## config.mk

```make
export PLATFORM = sky130hd
export DESIGN_NAME = div_unit
export DESIGN_NICKNAME = d
export VERILOG_FILES = /design/src/rtl/div_unit_pkg.sv /design/src/rtl/div_iter_core.sv /design/src/rtl/div_unit.sv
export SDC_FILE = /design/constraint.sdc
export NUM_CORES = 1
export LEC_CHECK = 0
export BUFFER_PORTS_ARGS = -buffer_cell sky130_fd_sc_hd__buf_2
export CAP_MARGIN = 20
export CORE_UTILIZATION = 43
export CTS_BUF_LIST = sky130_fd_sc_hd__clkbuf_16
export DETAILED_ROUTE_END_ITERATION = 16
export SETUP_SLACK_MARGIN = 0.02
export SYNTH_ARGS = -nofsm -noshare
export SYNTH_HDL_FRONTEND = slang
export SYNTH_SLANG_ARGS = --single-unit
```

## constraint.sdc

```tcl
create_clock -name CLK -period 13.96 [get_ports CLK]
set_input_delay 2.792 -clock CLK [delete_from_list [all_inputs] [get_ports CLK]]
set_output_delay 2.792 -clock CLK [all_outputs]
set_load 0.01 [all_outputs]
```

## src/rtl/div_unit_pkg.sv

```systemverilog
// -----------------------------------------------------------------------------
// div_unit_pkg
// Shared definitions for the RV32M iterative divider: default widths, the
// OP encoding seen on the pipeline interface, FSM state encoding and the
// special-case result constants.
// -----------------------------------------------------------------------------
package div_unit_pkg;

  localparam int XLEN_DEFAULT   = 32;
  localparam int REG_AW_DEFAULT = 5;

  // Operation select as driven by the decoder: bit 1 picks remainder,
  // bit 0 picks unsigned.
  typedef enum logic [1:0] {
    OP_DIV  = 2'b00,
    OP_DIVU = 2'b01,
    OP_REM  = 2'b10,
    OP_REMU = 2'b11
  } op_e;

  typedef enum logic [1:0] {
    ST_IDLE = 2'b00,
    ST_CALC = 2'b01,
    ST_DONE = 2'b10
  } state_e;

  // Most negative signed value and the all-ones pattern at the default width.
  localparam logic [XLEN_DEFAULT-1:0] INT_MIN  = {1'b1, {(XLEN_DEFAULT-1){1'b0}}};
  localparam logic [XLEN_DEFAULT-1:0] ALL_ONES = '1;

endpackage

```

## src/rtl/div_iter_core.sv

```systemverilog
// -----------------------------------------------------------------------------
// div_iter_core
// Unsigned restoring-division datapath, one quotient bit per step, MSB first.
// The quotient register starts out holding the dividend; each step shifts the
// next dividend bit out of its top and a quotient bit into its bottom.
//
// Ports:
//   CLK, RESET          clock, asynchronous active-high reset
//   load                load operands, clear remainder, counter = XLEN-1
//   step                perform one iteration
//   dividend, divisor   unsigned operand magnitudes (sampled on load)
//   last                counter is 0: the next step is the final one
//   quo_next, rem_next  quotient/remainder after the current step
// -----------------------------------------------------------------------------
module div_iter_core
  import div_unit_pkg::*;
#(
  parameter int XLEN = XLEN_DEFAULT
) (
  input  logic            CLK,
  input  logic            RESET,
  input  logic            load,
  input  logic            step,
  input  logic [XLEN-1:0] dividend,
  input  logic [XLEN-1:0] divisor,
  output logic            last,
  output logic [XLEN-1:0] quo_next,
  output logic [XLEN-1:0] rem_next
);

  localparam int CNT_W = $clog2(XLEN);

  logic [XLEN-1:0]  rem_q;
  logic [XLEN-1:0]  quo_q;
  logic [XLEN-1:0]  dvs_q;
  logic [CNT_W-1:0] cnt_q;

  logic [XLEN:0]    shifted;
  logic [XLEN+1:0]  trial;
  logic             ge;

  // The full remainder is kept in the shift: when the divisor exceeds
  // 2^(XLEN-1) the partial remainder can occupy every bit. The extra top bit
  // of the trial is the borrow; a non-negative trial is always below the
  // divisor, so both upper bits are zero exactly when the subtract succeeds.
  assign shifted  = {rem_q, quo_q[XLEN-1]};
  assign trial    = {1'b0, shifted} - {2'b00, dvs_q};
  assign ge       = (trial[XLEN+1:XLEN] == 2'b00);

  assign rem_next = ge ? trial[XLEN-1:0] : shifted[XLEN-1:0];
  assign quo_next = {quo_q[XLEN-2:0], ge};
  assign last     = (cnt_q == '0);

  // NOTE: state registers use non-blocking assignments so every register
  // samples pre-edge values regardless of statement order.
  always_ff @(posedge CLK or posedge RESET) begin
    if (RESET) begin
      rem_q <= '0;
      quo_q <= '0;
      dvs_q <= '0;
      cnt_q <= '0;
    end else if (load) begin
      rem_q <= '0;
      quo_q <= dividend;
      dvs_q <= divisor;
      cnt_q <= CNT_W'(XLEN - 1);
    end else if (step) begin
      rem_q <= rem_next;
      quo_q <= quo_next;
      cnt_q <= cnt_q - CNT_W'(1);
    end
  end

endmodule

```

## src/rtl/div_unit.sv

```systemverilog
// -----------------------------------------------------------------------------
// div_unit
// Iterative divider for RV32M DIV/DIVU/REM/REMU. Takes operands from the
// register file read ports and returns a writeback request (address, data,
// enable) for the register file write port. One operation in flight.
//
// Ports:
//   CLK, RESET     clock, asynchronous active-high reset
//   START          request a divide (sampled only in IDLE)
//   OP             00 DIV, 01 DIVU, 10 REM, 11 REMU
//   RS1, RS2       dividend, divisor
//   RD             destination register
//   FLUSH          abort in-flight op; suppresses DONE/WB_EN in the same cycle
//   BUSY           high in CALC and DONE
//   DONE           one-cycle result-valid pulse
//   WB_EN          DONE and WB_ADDR != 0
//   WB_ADDR        latched RD
//   WB_DATA        quotient or remainder, held until the next result
// -----------------------------------------------------------------------------
module div_unit
  import div_unit_pkg::*;
#(
  parameter int XLEN   = XLEN_DEFAULT,
  parameter int REG_AW = REG_AW_DEFAULT
) (
  input  logic              CLK,
  input  logic              RESET,
  input  logic              START,
  input  logic [1:0]        OP,
  input  logic [XLEN-1:0]   RS1,
  input  logic [XLEN-1:0]   RS2,
  input  logic [REG_AW-1:0] RD,
  input  logic              FLUSH,
  output logic              BUSY,
  output logic              DONE,
  output logic              WB_EN,
  output logic [REG_AW-1:0] WB_ADDR,
  output logic [XLEN-1:0]   WB_DATA
);

  localparam logic [XLEN-1:0] MIN_VAL = {1'b1, {(XLEN-1){1'b0}}};

  state_e state;
  op_e    op_q;
  logic   signs_differ_q;
  logic   rs1_neg_q;

  // Start-time decode
  logic            in_signed;
  logic            in_rem;
  logic            rs1_neg;
  logic            rs2_neg;
  logic [XLEN-1:0] rs1_mag;
  logic [XLEN-1:0] rs2_mag;
  logic            div_by_zero;
  logic            overflow;
  logic            special;
  logic [XLEN-1:0] special_res;
  logic            accept;

  // Core interface
  logic            core_load;
  logic            core_step;
  logic            core_last;
  logic [XLEN-1:0] quo_next;
  logic [XLEN-1:0] rem_next;
  logic [XLEN-1:0] result;

  assign in_signed   = ~OP[0];
  assign in_rem      = OP[1];
  assign rs1_neg     = in_signed & RS1[XLEN-1];
  assign rs2_neg     = in_signed & RS2[XLEN-1];
  assign rs1_mag     = rs1_neg ? -RS1 : RS1;
  assign rs2_mag     = rs2_neg ? -RS2 : RS2;
  assign div_by_zero = (RS2 == '0);
  assign overflow    = in_signed & (RS1 == MIN_VAL) & (RS2 == '1);
  assign special     = div_by_zero | overflow;

  // FLUSH wins over a simultaneous START.
  assign accept      = (state == ST_IDLE) & START & ~FLUSH;
  assign core_load   = accept & ~special;
  assign core_step   = (state == ST_CALC) & ~FLUSH;

  // NOTE: every combinational output gets a default before any branch so no
  // path leaves it unassigned and no latch is inferred.
  always_comb begin
    special_res = '1;
    if (overflow) begin
      special_res = in_rem ? '0 : MIN_VAL;
    end else if (in_rem) begin
      special_res = RS1;
    end
  end

  // Sign fix-up on the value produced by the final step.
  always_comb begin
    result = quo_next;
    unique case (op_q)
      OP_DIV:  result = signs_differ_q ? -quo_next : quo_next;
      OP_DIVU: result = quo_next;
      OP_REM:  result = rs1_neg_q ? -rem_next : rem_next;
      default: result = rem_next;
    endcase
  end

  div_iter_core #(
    .XLEN(XLEN)
  ) u_core (
    .CLK     (CLK),
    .RESET   (RESET),
    .load    (core_load),
    .step    (core_step),
    .dividend(rs1_mag),
    .divisor (rs2_mag),
    .last    (core_last),
    .quo_next(quo_next),
    .rem_next(rem_next)
  );

  always_ff @(posedge CLK or posedge RESET) begin
    if (RESET) begin
      state          <= ST_IDLE;
      op_q           <= OP_DIV;
      signs_differ_q <= 1'b0;
      rs1_neg_q      <= 1'b0;
      WB_ADDR        <= '0;
      WB_DATA        <= '0;
    end else begin
      unique case (state)
        ST_IDLE: begin
          if (accept) begin
            op_q           <= op_e'(OP);
            signs_differ_q <= rs1_neg ^ rs2_neg;
            rs1_neg_q      <= rs1_neg;
            WB_ADDR        <= RD;
            if (special) begin
              WB_DATA <= special_res;
              state   <= ST_DONE;
            end else begin
              state   <= ST_CALC;
            end
          end
        end
        ST_CALC: begin
          if (FLUSH) begin
            state <= ST_IDLE;
          end else if (core_last) begin
            WB_DATA <= result;
            state   <= ST_DONE;
          end
        end
        default: state <= ST_IDLE;
      endcase
    end
  end

  assign BUSY  = (state != ST_IDLE);
  assign DONE  = (state == ST_DONE) & ~FLUSH;
  assign WB_EN = DONE & (WB_ADDR != '0);

endmodule

```

# Yosys cells after proc, flatten, opt, wreduce, memory -nomap -nowiden
# Index checks and enable logic that the tools add are counted.
totals:
  wordCells: 79
  input_bits: 75
  output_inout_bits: 40
  ff_bits: 144
classes:
  n_reduce_logical: 12
  n_eq_ne: 11
  n_addsub: 6
  muxes: 25
  bitwise_logic: 15
op_table:
  columns: ["operator", "n"]
  rows:
  - ["2-to-1 mux 32 bit", 16]
  - ["negation 32 bit", 4]
  - ["one-hot mux 32 bit (3 select lines)", 1]
  - ["== test 32 bit (second input constant)", 2]
  - ["one-hot mux 32 bit (2 select lines)", 1]
  - ["subtractor 33 x 32 -> 34 bit", 1]
  - ["logical NOT 32 bit", 1]
  - ["AND 1 bit", 10]
  - ["2-to-1 mux 5 bit", 2]
  - ["2-to-1 mux 2 bit", 4]
  - ["inequality test 2 bit (second input constant)", 4]
  - ["logical NOT 2 bit", 3]
  - ["nonzero test 2 bit", 3]
  - ["logical NOT 5 bit", 1]
  - ["AND reduction 5 bit", 1]
  - ["nonzero test 5 bit", 1]
  - ["subtractor 5 x 1 -> 5 bit (second input constant)", 1]
  - ["== test 2 x 1 -> 1 bit (second input constant)", 2]
  - ["== test 2 bit (second input constant)", 2]
  - ["one-hot mux 2 bit (2 select lines)", 1]
  - ["AND reduction 2 bit", 2]
  - ["inequality test 3 bit (second input constant)", 1]
  - ["inverter 1 bit", 3]
  - ["bitwise OR 1 bit", 1]
  - ["bitwise XOR 1 bit", 1]

# Logic depth before layout (Yosys ltp)
# Gate-level depths: netlist of the first run.
logic_depth:
  ltp_word: 9
  mapped_depth: 22

# Cells and area by module
# A second synthesis of the first run with hierarchy kept.
unflattened:
  hier_cells: 1569
  area_unflattened_um2: 12424.4
modules_own_cells:
  columns: ["mod", "cells_each", "n_inst", "seq_area_each_um2", "area_each_um2"]
  rows:
  - ["div_iter_core", 836, 1, 2527.4, 6846.6]
  - ["div_unit", 733, 1, 1076.0, 5577.8]

# Least setup slack after synthesis of the first run
# No wires, ideal clock.
synth_path:
  kind: "input port to output port"
  startpoint: "input FLUSH"
  endpoint: "output WB_EN"
  path_buffers: 0
  arrival_ns: 3.385
  required_ns: 11.168
  path_stages: 2
  path_slack_ns: 7.783
  cell_sequence: "nor3b_1 -> o21a_1"
synth_via:
  elab_chain_cells: 3
synth_lines:
  columns: ["element", "line", "rtl"]
  rows:
  - ["start, declared", "div_unit.sv:33", "input logic FLUSH,"]
  - ["inverter 1 bit", "div_unit.sv:158", "assign DONE = (state == ST_DONE) & ~FLUSH;"]
  - ["AND 1 bit", "div_unit.sv:158", null]
  - ["AND 1 bit", "div_unit.sv:159", "assign WB_EN = DONE & (WB_ADDR != '0);"]
  - ["end, declared", "div_unit.sv:36", "output logic WB_EN,"]
# No other way between the ends.

# Worst setup path after layout of the first run
layout_path:
  startpoint: "input RS2[2]"
  endpoint: "register WB_DATA[20]"
layout_via:
  elab_chain_cells: 6
  word_cells_on_any_way: 10
  cone_classes: "2 x eq/ne; 4 x mux; 2 x bitwise; 2 x reduce/logical"
layout_lines:
  columns: ["element", "line", "rtl"]
  rows:
  - ["start, declared", "div_unit.sv:31", "input logic [XLEN-1:0] RS2,"]
  - ["== test 32 bit", "div_unit.sv:76", "assign overflow = in_signed & (RS1 == MIN_VAL) & (RS2 == '1);"]
  - ["AND 1 bit", "div_unit.sv:76", null]
  - ["2-to-1 mux 32 bit", "div_unit.sv:88", "if (overflow) begin"]
  - ["2-to-1 mux 32 bit", "div_unit.sv:136", "if (special) begin"]
  - ["2-to-1 mux 32 bit", "div_unit.sv:131", "if (accept) begin"]
  - ["one-hot mux 32 bit (2 select lines)", "div_unit.sv:129", "unique case (state)"]
  - ["end signal, assigned", "div_unit.sv:137", "WB_DATA <= special_res;"]
  - ["end signal, assigned", "div_unit.sv:148", "WB_DATA <= result;"]
  - ["end, declared", "div_unit.sv:38", "output logic [XLEN-1:0] WB_DATA"]
# Several ways; a longest one is shown, not always the timed one. The select of a mux whose other input is x is not followed.
# A chain may end at the register's enable or synchronous reset.

==> results of run 1 <==
[worst max-delay path, delay by kind of cell]
kind | cells | cell delay, ns
AO/OA/AOI/OAI | 2 | 0.30
AND/OR/NAND/NOR | 8 | 3.60
buffers and inverters | 2 | 0.68
[cell usage in the layout (no fill, tap or decap), types with 12 or more instances in the layout]
master	instances
sky130_fd_sc_hd__o211ai_1	28
sky130_fd_sc_hd__nand2_1	132
sky130_fd_sc_hd__mux2_2	12
sky130_fd_sc_hd__a211oi_1	19
sky130_fd_sc_hd__buf_2	114
sky130_fd_sc_hd__nor3_1	50
sky130_fd_sc_hd__buf_4	19
sky130_fd_sc_hd__nor2b_1	12
sky130_fd_sc_hd__a21oi_1	124
sky130_fd_sc_hd__nor4_1	20
sky130_fd_sc_hd__nand3_1	61
sky130_fd_sc_hd__dfrtp_1	144
sky130_fd_sc_hd__ha_1	39
sky130_fd_sc_hd__a31oi_1	42
sky130_fd_sc_hd__and2_1	19
sky130_fd_sc_hd__xnor2_1	56
sky130_fd_sc_hd__clkbuf_16	17
sky130_fd_sc_hd__inv_1	65
sky130_fd_sc_hd__nor2_1	154
sky130_fd_sc_hd__nand4_1	21
sky130_fd_sc_hd__xor2_1	59
sky130_fd_sc_hd__o21ai_0	156
sky130_fd_sc_hd__or4_1	17
sky130_fd_sc_hd__mux2i_1	22
sky130_fd_sc_hd__a21o_1	12
sky130_fd_sc_hd__or3_1	21
sky130_fd_sc_hd__o31ai_1	22
sky130_fd_sc_hd__a221o_1	28
[cell families (layout without fill, tap and decap cells)]
logic type               count (synthesis)  in the layout
buffers and inverters                  164            233
AO/OA/AOI/OAI                          550            550
flip-flops                             144            144
multiplexers                            34             34
adder cells (fa/ha/maj)                 40             40
AND/OR/NAND/NOR                        563            563
XOR/XNOR                               115            115
[sequential cells by signal, summed over array words and instances (netlist names)]
register and flops:
u_core.rem_q 32, state 2, u_core.dvs_q 32, op_q 2, rs1_neg_q 1, u_core.quo_q 32
u_core.cnt_q 5, WB_DATA 32, signs_differ_q 1, WB_ADDR 5
[Yosys cell counts, types with 5 or more instances]
cell	instances
sky130_fd_sc_hd__nand4_1	21
sky130_fd_sc_hd__nor3b_1	6
sky130_fd_sc_hd__nor3_1	50
sky130_fd_sc_hd__o211a_1	7
sky130_fd_sc_hd__ha_1	39
sky130_fd_sc_hd__a221o_1	28
sky130_fd_sc_hd__buf_2	25
sky130_fd_sc_hd__o31ai_1	22
sky130_fd_sc_hd__xnor2_1	56
sky130_fd_sc_hd__a21oi_1	124
sky130_fd_sc_hd__or4_1	17
sky130_fd_sc_hd__nor2b_1	12
sky130_fd_sc_hd__a21boi_0	7
sky130_fd_sc_hd__mux2i_1	22
sky130_fd_sc_hd__a22oi_1	8
sky130_fd_sc_hd__inv_1	65
sky130_fd_sc_hd__a221oi_1	5
sky130_fd_sc_hd__clkbuf_1	68
sky130_fd_sc_hd__o211ai_1	28
sky130_fd_sc_hd__o21a_1	10
sky130_fd_sc_hd__o21ai_1	8
sky130_fd_sc_hd__a211oi_1	19
sky130_fd_sc_hd__nand3_1	61
sky130_fd_sc_hd__nor4_1	21
sky130_fd_sc_hd__nand2_1	133
sky130_fd_sc_hd__mux2_2	12
sky130_fd_sc_hd__nand2b_1	11
sky130_fd_sc_hd__a21o_1	12
sky130_fd_sc_hd__o41ai_1	5
sky130_fd_sc_hd__or3_1	21
sky130_fd_sc_hd__o2111ai_1	7
sky130_fd_sc_hd__o21ai_0	156
sky130_fd_sc_hd__and3_1	9
sky130_fd_sc_hd__a41oi_1	7
sky130_fd_sc_hd__o221ai_1	9
sky130_fd_sc_hd__xor2_1	59
sky130_fd_sc_hd__and2_1	19
sky130_fd_sc_hd__dfrtp_1	144
sky130_fd_sc_hd__a31oi_1	42
sky130_fd_sc_hd__nor2_1	157
[stage by stage]
stage / power (W) / hold slack [ns] / util [%] / setup slack (ns)
floorplan: 0.001691 / 0.4496 / - / 7.302
global placement: 0.002097 / 0.4605 / 46.56 / 6.681
detailed placement: 0.002114 / 0.4720 / 46.56 / 6.592
CTS: 0.002658 / 0.4857 / 48.89 / 7.011
global route: 0.002856 / 0.5215 / 48.96 / 6.574
finish: 0.002665 / 0.4838 / 48.96 / 6.923
[routing by layer]
| layer | GRT usage, % | wire length, um |
|---|---|---|
| met5 | 0 | 0 |
| met3 | 4.310 | 2057 |
| met4 | 9.561 | 1073 |
| met2 | 46.32 | 19800 |
| met1 | 39.31 | 19530 |
[power breakdown]
part | switching [W] | leakage (nW) | internal, W
Clock | 0.000201 | 0.318 | 0.000334
Sequential | 0.000146 | 1.76 | 0.000579
Combinational | 0.000904 | 3.75 | 0.000501
Total | 0.00125 | 5.83 | 0.00141
[area by class of cell]
class / instances / share of cell area [%]
inverters: 67 / 1.830
well taps: 384 / 3.428
repair buffers: 134 / 5.196
clock inverters: 15 / 1.723
clock buffers: 17 / 3.035
flip-flops and latches: 144 / 25.71
multi-input cells: 1302 / 59.08
[final timing paths]
| kind | from | endpoint | slack [ns] | cells past startpoint |
|---|---|---|---|---|
| worst max-delay path | RS2[2] | WB_DATA[20]$_DFFE_PP0P_ | 6.92 | 12 |
| worst max register to register | u_core.rem_q[12]$_DFFE_PP0P_ | WB_DATA[16]$_DFFE_PP0P_ | 7.94 | 19 |
| max in group asynchronous | RESET | u_core.dvs_q[10]$_DFFE_PP0P_ | 10.11 | 3 |
| worst min-delay path | signs_differ_q$_DFFE_PP0P_ | signs_differ_q$_DFFE_PP0P_ | 0.48 | 2 |
| worst min register to register | signs_differ_q$_DFFE_PP0P_ | signs_differ_q$_DFFE_PP0P_ | 0.48 | 2 |
| min in group asynchronous | RESET | u_core.quo_q[28]$_DFFE_PP0P_ | 2.48 | 2 |
==> flow_results.org, run 1 <==
** Yosys
- For this run, the leading register cell type out of synthesis is sky130_fd_sc_hd__dfrtp_1.
- Measured against the total synthesized area, the mux share comes to 2.840%.
- Per-instance average area after synthesis :: slightly below 8 um^2
- Synth Register Bits :: 144
- After synthesis, the cell types taking the most area are sky130_fd_sc_hd__dfrtp_1, sky130_fd_sc_hd__o21ai_0, sky130_fd_sc_hd__a21oi_1.
- Fraction of post-synthesis cell area in the top cell type by area :: 28.80%
- Dominant combinational cell family by area after synthesis :: compound AO/OA/AOI/OAI gates
- Number of different library cells in the post-synthesis netlist :: 81
- Instance count of the mapped netlist :: 1610
- Sequential-to-total area share from yosys stat :: between 20 and 30%
- After Yosys synthesis, XOR and XNOR cells account for 8.051% of the synthesized area.
- Of the total synthesized cell area, the portion taken by AND, OR, NAND and NOR gates is about 22%.
- Fraction of the mapped netlist area in adder cells :: 4.060%
- Async set-or-reset flop fraction in the synthesized netlist :: 100.0%
- Cell type contributing the most total cell area after synthesis :: sky130_fd_sc_hd__dfrtp_1
- Synthesized Nets :: roughly 1700
- Count of flip-flops with a built-in enable after synthesis :: 0
- The Yosys step of the flow raised 0 warnings.
- Summing the areas of all compound-gate instances in the mapped netlist gives 29.05% of the synthesized area.
- Cell area after synthesis :: about 0.013 mm^2

** Floorplan
- The region available for standard cell placement spans 0.02863 mm^2.
- Total I/O pin count :: 115
- The initialized floorplan defines 62 standard-cell rows.
- Starting density of the core :: a little over two fifths
- From left edge to right edge, the die measures 172.6 um.
- Die height :: 172.6 um
- The die covers 0.02978 mm^2.

** Global routing
- Congestion Overflow GR :: 0
- Entering global routing, the biggest net connects 88 pins.
- Initial antenna violation count :: 0
- The via count of the first global-routing pass is 12100.
- GRT Util Overall :: around 29%
- The first global-routing pass estimated slightly below 70000 um of wire.

** Timing
- The worst path in the final design needs a cycle of 7.037 ns, including I/O delays and setup.
- The count of pins over their slew limit is 0.
- Headroom to the max-slew limit :: 28.36%
- After routing, the total negative slack on setup checks comes to 0 ns.
- Final Hold Fails :: 0
- The final critical path takes up between 50% and 60% of the cycle.
- Final setup violation count :: 0
- Setup repair after global routing missed its margin :: no
- Maximum achievable frequency :: around 140 MHz
- For the pin with the worst max-slew slack, the measured transition is around 1.1 ns.
- Final setup skew :: between 0.01 and 0.015 ns

** Worst setup path
- Startpoint-to-endpoint class of the critical path :: input port to flop
- Walking the worst path, the cells encountered are buf_2 -> or4_1 -> nor4_2 -> nand4_1 -> nor4_1 -> nor3_1 -> nand2b_1 -> inv_2 -> nand2_1 -> nor2_1 -> a221oi_1 -> o21ai_0.
- Critical Path RT :: 14.31 ns
- CP peak stage delay :: 0.77 ns
- Crit end category :: flop
- Startpoint type of the worst setup path :: input port
- Critical-path top delay cell :: sky130_fd_sc_hd__nor4_1
- For the worst setup path, the data arrival time is ~7.4 ns.
- Peak fanout along the critical path :: 39

** Clocking
- Hold repair after CTS inserted 0 buffers.
- Post-CTS repair changed the size of 0 cells.
- Clk slew on worst S/H paths :: 0.06 ns
- In this run the post-CTS setup repair buffer count came out at 0.
- Buffers inserted during clock tree synthesis total 17.
- TritonCTS built the clock tree.
- The H-tree was split into 4 levels.
- In this run the clock root is driven by a sky130_fd_sc_hd__clkbuf_16.
- Clock latency on the worst-skew pair, taken at its later pin, is 0.45 ns.
- CTS Sinks :: roughly 140
- No sink is reached through more buffers than the 2 on the longest clock path.

** Final layout
- Area growth from synthesis to final layout :: 12.03%
- Fraction of layout instances using a drive strength above 1 :: 12.51%
- Summing all flip-flop and latch instances after layout gives approximately 0.0036 mm^2.
- Once layout is done, the placed cells without fillers occupy 0.01402 mm^2.
- Counting the fill cells in the layout gives 2903.
- In the final design database the tool counted 1781 nets.
- Antenna fix cells :: 0
- Post-route non-filler standard cell count :: 2063
- Summing all multi-input logic gate instances after layout gives 0.008280 mm^2.

** Routing
- In the final routed layout, each cell accounts on average for 20.58 um.
- The final layout contains routed wiring with a total length of 42460 um.
- Drt first-iter violations :: 1189
- Across all layers, the routed design uses approximately 13000 vias.
- In the routed layout, each cell is associated on average with a via count of 6.182.
- TritonRoute pass-1 iters :: 5
- The detail route stage leaves a number of antenna-violating nets equal to 0.
- Post-route DRC violation count :: 0

** Pwr
- Dividing total power by cell area gives a power density of approximately 190 mW/mm^2.
- Leakage power :: 5.825 nW
- Peak VDD IR :: 0.1283 mV

** Placement
- In this run the tool buffered the top-level ports with ~110 buffer cells.
- Counting tap cells, the placed design contains a total of 2029 instances.
- The placed instances occupy a cell area of 0.01333 mm^2.
- Placed wire-length estimate :: 31840 um
- Routability-driven placement finished with a final weighted congestion of roughly 0.9.

** Run status
- The run finished with clean final reports.

** Job
- Number of violations of the max-capacitance limit :: 0

** Hold path
- The tightest min-delay check is of the flop to flop type.
(Power assumes the default switching activity.)
==> run 2, diff against run 1 <==
--- a/config.mk
+++ b/config.mk
@@ -5,6 +5,7 @@
 export SDC_FILE = /design/constraint.sdc
 export NUM_CORES = 1
 export LEC_CHECK = 0
+export ABC_AREA = 1
 export BUFFER_PORTS_ARGS = -buffer_cell sky130_fd_sc_hd__buf_2
 export CAP_MARGIN = 20
 export CORE_UTILIZATION = 43
==> constraint.sdc (replaced) <==
create_clock -name CLK -period 7.34 [get_ports CLK]
set_input_delay 1.468 -clock CLK [delete_from_list [all_inputs] [get_ports CLK]]
set_output_delay 1.468 -clock CLK [all_outputs]
set_load 0.01 [all_outputs]
==> flow_results.org, run 2 <==
** Timing
- Final setup violation count :: 0 (unchanged)
- The slew at the pin closest to its max-slew limit is 0.9813 ns (-0.09209 ns).
- The routed design could run at a clock period as short as 5.376 ns.
- The final critical path takes up 73.25% of the cycle.
- Headroom to the max-slew limit :: 33.97% (+5.6 points)
- Final Hold Fails :: 0 (unchanged)
- Final setup skew :: 0.01254 ns (+0.001000 ns)
- The accumulated negative setup slack is 0 ns (unchanged).
- Maximum achievable frequency :: between 150 and 200 MHz
- Setup repair after global routing left no endpoint under its margin.
- Number of slew-limit violations in the final report :: 0 (unchanged)

** Yosys
- In the post-synthesis netlist, the cell with the most instances is sky130_fd_sc_hd__nand2_1.
- The distinct cell type count of the synthesized netlist came to 56 (-31%).
- Per-instance average area after synthesis :: 6.236 um^2 (-20%)
- Async set-or-reset flop fraction in the synthesized netlist :: 100.0% (unchanged)
- Commonest cells in the synthesized netlist :: sky130_fd_sc_hd__nand2_1, sky130_fd_sc_hd__inv_1, sky130_fd_sc_hd__nor2_1
- Synth Register Bits :: 144 (unchanged)
- Fraction of post-synthesis cell area in the top cell type by area :: 27.17% (-1.6 points)
- In the post-synthesis netlist, the biggest area contributors are sky130_fd_sc_hd__dfrtp_1, sky130_fd_sc_hd__nand2_1, sky130_fd_sc_hd__inv_1.
- Among all flip-flop cells after synthesis, the most frequent one is sky130_fd_sc_hd__dfrtp_1.
- The register area share after synthesis is 27.17% (-1.6 points).
- Count of flip-flops with a built-in enable after synthesis :: 0 (unchanged)
- The number of warning messages in the yosys log came to 0 (unchanged).
- Instance count of the mapped netlist :: 2127 (+32%)
- The biggest area contributor in the post-synthesis netlist is sky130_fd_sc_hd__dfrtp_1.
- Synthesized Nets :: 2242 (+30%)
- Cell area after synthesis :: 0.01326 mm^2 (+6.0%)

** Routing
- Post-route DRC violation count :: 0 (unchanged)
- The post-route antenna net violation count came to 0 (unchanged).
- Drt first-iter violations :: 1417 (+19%)
- The total wire length after detailed routing was 49720 um (+17%).
- The mean routed wirelength per cell came to 19.09 um (-7.3%).
- Total vias in the final route :: 14450 (+13%)
- TritonRoute pass-1 iters :: 8 (+3)
- Via-to-Cell Ratio :: 5.545 (-10%)

** Job
- The count of maximum capacitance violations is 0 (unchanged).

** Clocking
- The post-cts hold buffer count came to 0 (unchanged).
- Clk slew on worst S/H paths :: 0.06 ns (about the same)
- The maximum count of clock buffers along a single path came to 2 (unchanged).
- H-Tree Level Count :: 4 (unchanged)
- The total of cells resized after clock tree synthesis was 0 (unchanged).
- Clock tree from TritonCTS :: done
- Postcts setup bufs :: 0 (unchanged)
- The clock buffer count from CTS is 17 (unchanged).
- CTS Sinks :: 144 (unchanged)
- In this run the clock root is driven by a sky130_fd_sc_hd__clkbuf_16.
- The clock network latency to the later pin of the worst-skew pair came to 0.45 ns (about the same).

** Final layout
- Most used cells in the layout excluding fill and tap cells :: sky130_fd_sc_hd__nand2_1, sky130_fd_sc_hd__inv_1, sky130_fd_sc_hd__nor2_1
- Area growth from synthesis to final layout :: 11.09%
- The fraction of layout cells with a size suffix above 1 was 11.24% (-1.3 points).
- Antenna fix cells :: 0 (unchanged)
- The end-of-flow core utilization was 49.19% (+0.23 points).
- The number of nets in the finished design was 2320 (+30%).
- Most common library cell in the layout ignoring fill and taps :: sky130_fd_sc_hd__nand2_1

** Worst setup path
- Peak fanout along the critical path :: 44 (+13%)
- Startpoint type of the worst setup path :: flop
- CP peak stage delay :: 0.49 ns (-0.28 ns)
- The slowest stage of the critical path is the sky130_fd_sc_hd__nand3_4 cell.
- The worst reg-to-reg path cell count was 31 (+12).
- Crit end category :: flop
- CP Data Arrival Time :: 5.74 ns (-1.64 ns)
- The worst setup path is of the flop to flop kind.
- Critical Path RT :: 7.71 ns (-6.60 ns)

** Pwr
- Leakage power :: 7.487 nW (+29%)
- The worst voltage drop across the vdd grid came to 0.2052 mV (+60%).
- The power per unit of standard cell area came to 280.1 mW/mm^2 (+47%).

** Global routing
- Initial antenna violation count :: 0 (unchanged)
- First-pass GRT wire length :: 75840 um (+12%)
- Congestion Overflow GR :: 0 (unchanged)
- Pin count of the biggest net entering global routing :: 83 (-5.7%)
- Number of global-route vias before repair :: 13090 (+8.2%)
- The overall fraction of global-route tracks in use is 32.20% (+3.5 points).

** Hold path
- The number of cells on the worst hold path is 2 (unchanged).
- The tightest min-delay check is of the flop to flop type.

** Placement
- Placed wire-length estimate :: 39640 um (+25%)
- IO Port Bufs :: 114 (unchanged)
- The final weighted congestion in routability-driven placement was 1.021 (+11%).

** Floorplan
- Placeable Area :: 0.02995 mm^2 (+4.6%)
- Die height :: 177.6 um (+2.9%)
- The area enclosed by the die boundary is 0.03155 mm^2 (+6.0%).
- The standard-cell row count was 63 (+1.6%).
- The starting density of the core was 44.28% (+0.58 points).
- The I/O pin count came to 115 (unchanged).
- The floorplan die width was 177.6 um (+2.9%).

** Run status
- Run status :: complete, no violations
==> run 2: cell types whose count changed in the layout (fill, tap and decap cells not counted), sizes merged, moves of 16 or more <==
| cell | previous run | this run |
|---|---|---|
| nand2 | 134 | 639 |
| inv | 69 | 309 |
| nand3 | 61 | 143 |
| nor2 | 158 | 214 |
| xnor2 | 56 | 8 |
| nand4 | 21 | 59 |
| a221o | 28 | 1 |
| a31oi | 42 | 19 |
| mux2i | 22 | 0 |
| a21oi | 126 | 105 |
| or3 | 21 | 0 |
| a211oi | 19 | 0 |
| or4 | 17 | 0 |
| and2 | 19 | 3 |
==> run 2: kinds of logic after synthesis <==
group	Yosys count	share of synthesized area (%)
AND/OR/NAND/NOR	1130	37.36
buffers and inverters	383	11.23
AO/OA/AOI/OAI	363	15.95
flip-flops	144	27.17
XOR/XNOR	65	4.292
adder cells (fa/ha/maj)	40	3.830
multiplexers	2	0.1698
==> run 2: per-layer routing <==
layer	track usage, %	share of wire (%)	vias to the layer above	routed length, um
met4	9.900	2.4	0	1208
met1	45.87	47	6763	23400
met5	0	0	-	0
li1	-	-	7096	-
met2	46.79	42	530	20940
met3	8.869	8.4	57	4172
==> run 2: final timing paths <==
kind | to | startpoint | slack, ns
worst max-delay path | WB_DATA[30]$_DFFE_PP0P_ | u_core.quo_q[31]$_DFFE_PP0P_ | 1.96
worst min-delay path | u_core.dvs_q[17]$_DFFE_PP0P_ | u_core.dvs_q[17]$_DFFE_PP0P_ | 0.49
worst max register to register | WB_DATA[30]$_DFFE_PP0P_ | u_core.quo_q[31]$_DFFE_PP0P_ | 1.96
worst min register to register | u_core.dvs_q[17]$_DFFE_PP0P_ | u_core.dvs_q[17]$_DFFE_PP0P_ | 0.49
max in group asynchronous | WB_DATA[26]$_DFFE_PP0P_ | RESET | 4.84
min in group asynchronous | u_core.dvs_q[27]$_DFFE_PP0P_ | RESET | 1.15
==> run 2: area by class of cell <==
class	count	area (um^2)
Clock buffer	17	425.4
Clock inverter	12	147.6
Fill cell	3235	15220
Inverter	310	1169
Multi-Input combinational cell	1600	8182
Sequential cell	144	3603
Tap cell	390	488.0
Timing Repair Buffer	132	720.7
==> run 2: per-stage QoR <==
step | setup WS (ns) | hold WS [ns] | instance area, um^2 | total power (W) | std cells
detailed placement | 1.587 | 0.4747 | 14150 | 0.003212 | 2575
global route | 1.227 | 0.5062 | 14740 | 0.004419 | 2605
CTS | 2.010 | 0.4898 | 14720 | 0.004099 | 2604
global placement | 1.783 | 0.4665 | 14130 | 0.003195 | 2574
floorplan | 2.006 | 0.4530 | 13260 | 0.002532 | 2127
finish | 1.964 | 0.4887 | 14740 | 0.004127 | 2605
==> run 2: report_power, final <==
part / switching, W / internal, W / total [W]
combinational: 0.00135 / 0.000638 / 0.00199
clock: 0.000355 / 0.000524 / 0.000879
sequential: 0.000228 / 0.00103 / 0.00126
total: 0.00193 / 0.00219 / 0.00413
==> run 2: worst max-delay path, delay by kind of cell (launching register included) <==
family / cells / cell delay (ns)
AOI/OAI and AO/OA: 6 / 1.03
adders and majority gates: 3 / 0.89
buffers and inverters: 4 / 0.32
DFF: 1 / 0.36
and+or+nand+nor: 18 / 2.72
==> run 3, diff against run 2 <==
==> constraint.sdc (replaced) <==
create_clock -name CLK -period 5.4 [get_ports CLK]
set_input_delay 1.08 -clock CLK [delete_from_list [all_inputs] [get_ports CLK]]
set_output_delay 1.08 -clock CLK [all_outputs]
set_load 0.01 [all_outputs]
==> flow_results.org, run 3 (synthesis gave the netlist of run 2 again) <==
** Final layout
- The fraction of layout cells with a size suffix above 1 came to 11.45% (+0.21 points).
- The antenna diode instance count was 0 (unchanged).
- The combined flip-flop and latch cell area came to 0.003603 mm^2 (unchanged).
- Area growth from synthesis to final layout :: 11.19% (about the same)
- Total of fill cells in the finished design :: 3230 (-0.15%)
- The area of combinational cells with multiple inputs was 0.008187 mm^2 (about the same).
- Finished layout cell area :: 0.01475 mm^2 (about the same)
- Nets :: 2322 (+0.086%)
- The library cells used most frequently in the layout, excluding fill and tap cells, are sky130_fd_sc_hd__nand2_1, sky130_fd_sc_hd__inv_1, sky130_fd_sc_hd__nor2_1.
- The library cell used most frequently in the layout, excluding fill and tap cells, is sky130_fd_sc_hd__nand2_1.

** Routing
- Post-route DRC violation count :: 0 (unchanged)
- The initial DRC count was 1373 (-3.1%).
- The post-route antenna net violation count is 0 (unchanged).
- The count of vias placed by the detailed router was 14430 (-0.15%).
- The mean routed wirelength per cell was 19.22 um (+0.70%).
- Via-to-Cell Ratio :: 5.529 (-0.30%)
- Routed Wire Length :: 50150 um (+0.86%)
- TritonRoute pass-1 iters :: 6 (-2)

** Global routing
- GRT Util Overall :: 32.35% (+0.15 points)
- The pin count of the biggest net entering global routing is 57 (-31%).
- Congestion Overflow GR :: 0 (unchanged)
- Number of global-route vias before repair :: 13400 (+2.3%)
- The initial antenna violation count was 0 (unchanged).
- First-pass GRT wire length :: 76460 um (+0.81%)

** Pwr
- Power density over the cells :: 379.4 mW/mm^2 (+35%)
- Leakage power :: 7.495 nW (about the same)
- Peak VDD IR :: 0.2598 mV (+27%)

** Worst setup path
- The critical path's largest stage delay came to 0.41 ns (-0.08 ns).
- CP Data Arrival Time :: 5.10 ns (-0.64 ns)
- The critical path is of the flop to flop type.
- Crit end category :: flop
- The highest fanout seen on the critical path came to 19 (-57%).
- Critical Path RT :: 5.77 ns (-1.94 ns)
- Startpoint type of the worst setup path :: flop
- For this design, the slowest cell found on the critical path is sky130_fd_sc_hd__fa_1.

** Clocking
- Clock tree synthesis selected as its root buffer the cell sky130_fd_sc_hd__clkbuf_16.
- Clk slew on worst S/H paths :: 0.06 ns (about the same)
- Hold_buf cts :: 0 (unchanged)
- Max clock buf depth :: 2 (unchanged)
- The total clock sinks was 144 (unchanged).
- The number of H-tree branching levels was 4 (unchanged).
- The clock network latency to the later pin of the worst-skew pair came to 0.45 ns (about the same).
- TritonCTS built the clock tree.
- The clock buffer count from CTS came to 17 (unchanged).

** Placement
- The half-perimeter wire length of the detailed placement result is 39950 um (+0.78%).
- The total cell area at the placement stage came to 0.01417 mm^2 (+0.19%).
- The final weighted congestion in routability-driven placement is 0.9833 (-3.7%).
- IO Port Bufs :: 114 (unchanged)

** Timing
- Shortest clock period the worst path allows after layout :: 4.727 ns (-0.6489 ns)
- The ratio of final minimum period to clock period came to 87.54% (+14 points).
- Number of slew-limit violations in the final report :: 0 (unchanged)
- Sum Neg Setup Slack :: 0 ns (unchanged)
- The slew at the pin closest to its max-slew limit is 0.9032 ns (-0.07818 ns).
- Maximum achievable frequency :: 211.5 MHz (+14%)
- The headroom to the max-slew limit was 39.72% (+5.7 points).
- The number of setup violations in the final report is 0 (unchanged).
- The final setup skew is 0.01449 ns (+0.001949 ns).
- The number of hold violations in the final report was 0 (unchanged).
- Setup repair after global routing missed its margin :: no

** Floorplan
- Number of core rows :: 63 (unchanged)
- Starting density of the core :: 44.28% (unchanged)
- The floorplan die width came to 177.6 um (unchanged).
- The area enclosed by the die boundary was 0.03155 mm^2 (unchanged).
- Placeable Area :: 0.02995 mm^2 (unchanged)
- The vertical extent of the die came to 177.6 um (unchanged).
- The I/O pin count is 115 (unchanged).

** Hold path
- The tightest min-delay check is of the flop to flop type.

** Run status
- The flow ran to the end, and the final reports show no timing, DRC or antenna violations.

** Job
- The count of maximum capacitance violations is 0 (unchanged).
[run 3: changes by cell type in the layout (fill, tap and decap cells not counted), sizes merged]
cell / change
inv: +3
buf: +2
bufinv: -1
clkinv: -1
clkinvlp: +1
[run 3: where the power goes]
group	internal [W]	switching, W
Combinational	0.000868	0.00184
Sequential	0.00140	0.000296
Clock	0.000676	0.000511
Total	0.00294	0.00265
[run 3: worst max-delay path, delay by kind of cell (launching register included)]
family | cells | cell delay [ns]
simple gates | 18 | 2.24
compound gates | 6 | 0.99
fa+ha+maj | 3 | 0.77
flops | 1 | 0.35
buf+inv | 4 | 0.30
[run 3: what timing repair did]
item	4_1_cts	5_1_grt
setup endpoints to repair	0	2
resized for setup	0	1
buffers inserted	0	0
[run 3: cell type report]
class / count / area share [%]
flip-flops and latches: 144 / 24.43
clock inverters: 14 / 0.9672
clock buffers: 17 / 2.885
multi-input cells: 1600 / 55.51
well taps: 390 / 3.309
inverters: 310 / 7.924
repair buffers: 134 / 4.972
[run 3: routing by layer]
metal | global-route usage (%) | vias to the layer above | wire (um)
li1 | - | 7092 | -
met1 | 46.79 | 6702 | 23580
met2 | 47.20 | 573 | 20980
met3 | 6.877 | 58 | 4138
met4 | 10.93 | 0 | 1446
met5 | 0 | - | 0
[run 3: worst paths after layout]
check	startpoint	end	slack, ns	cells past startpoint
min	u_core.dvs_q[27]$_DFFE_PP0P_	u_core.dvs_q[27]$_DFFE_PP0P_	0.48	2
max	u_core.quo_q[31]$_DFFE_PP0P_	WB_DATA[30]$_DFFE_PP0P_	0.67	31
max in group asynchronous	RESET	WB_DATA[29]$_DFFE_PP0P_	3.62	3
min in group asynchronous	RESET	u_core.dvs_q[14]$_DFFE_PP0P_	0.64	2
min reg2reg	u_core.dvs_q[27]$_DFFE_PP0P_	u_core.dvs_q[27]$_DFFE_PP0P_	0.48	2
max reg2reg	u_core.quo_q[31]$_DFFE_PP0P_	WB_DATA[30]$_DFFE_PP0P_	0.67	31
[run 3: per-stage QoR]
| step | hold WS, ns | total power [W] | setup slack [ns] | instances | util, % |
|---|---|---|---|---|---|
| final | 0.4831 | 0.005595 | 0.6726 | 2609 | 49.24 |
| after CTS | 0.4903 | 0.005558 | 0.6328 | 2609 | 49.22 |
| after detailed placement | 0.4758 | 0.004357 | 0.6644 | 2578 | 47.32 |
| after global placement | 0.4662 | 0.004336 | 0.7537 | 2578 | 47.32 |
| after global routing | 0.5082 | 0.005996 | 0.06054 | 2609 | 49.24 |
| after floorplan | 0.4530 | 0.003442 | 0.4537 | 2127 | - |
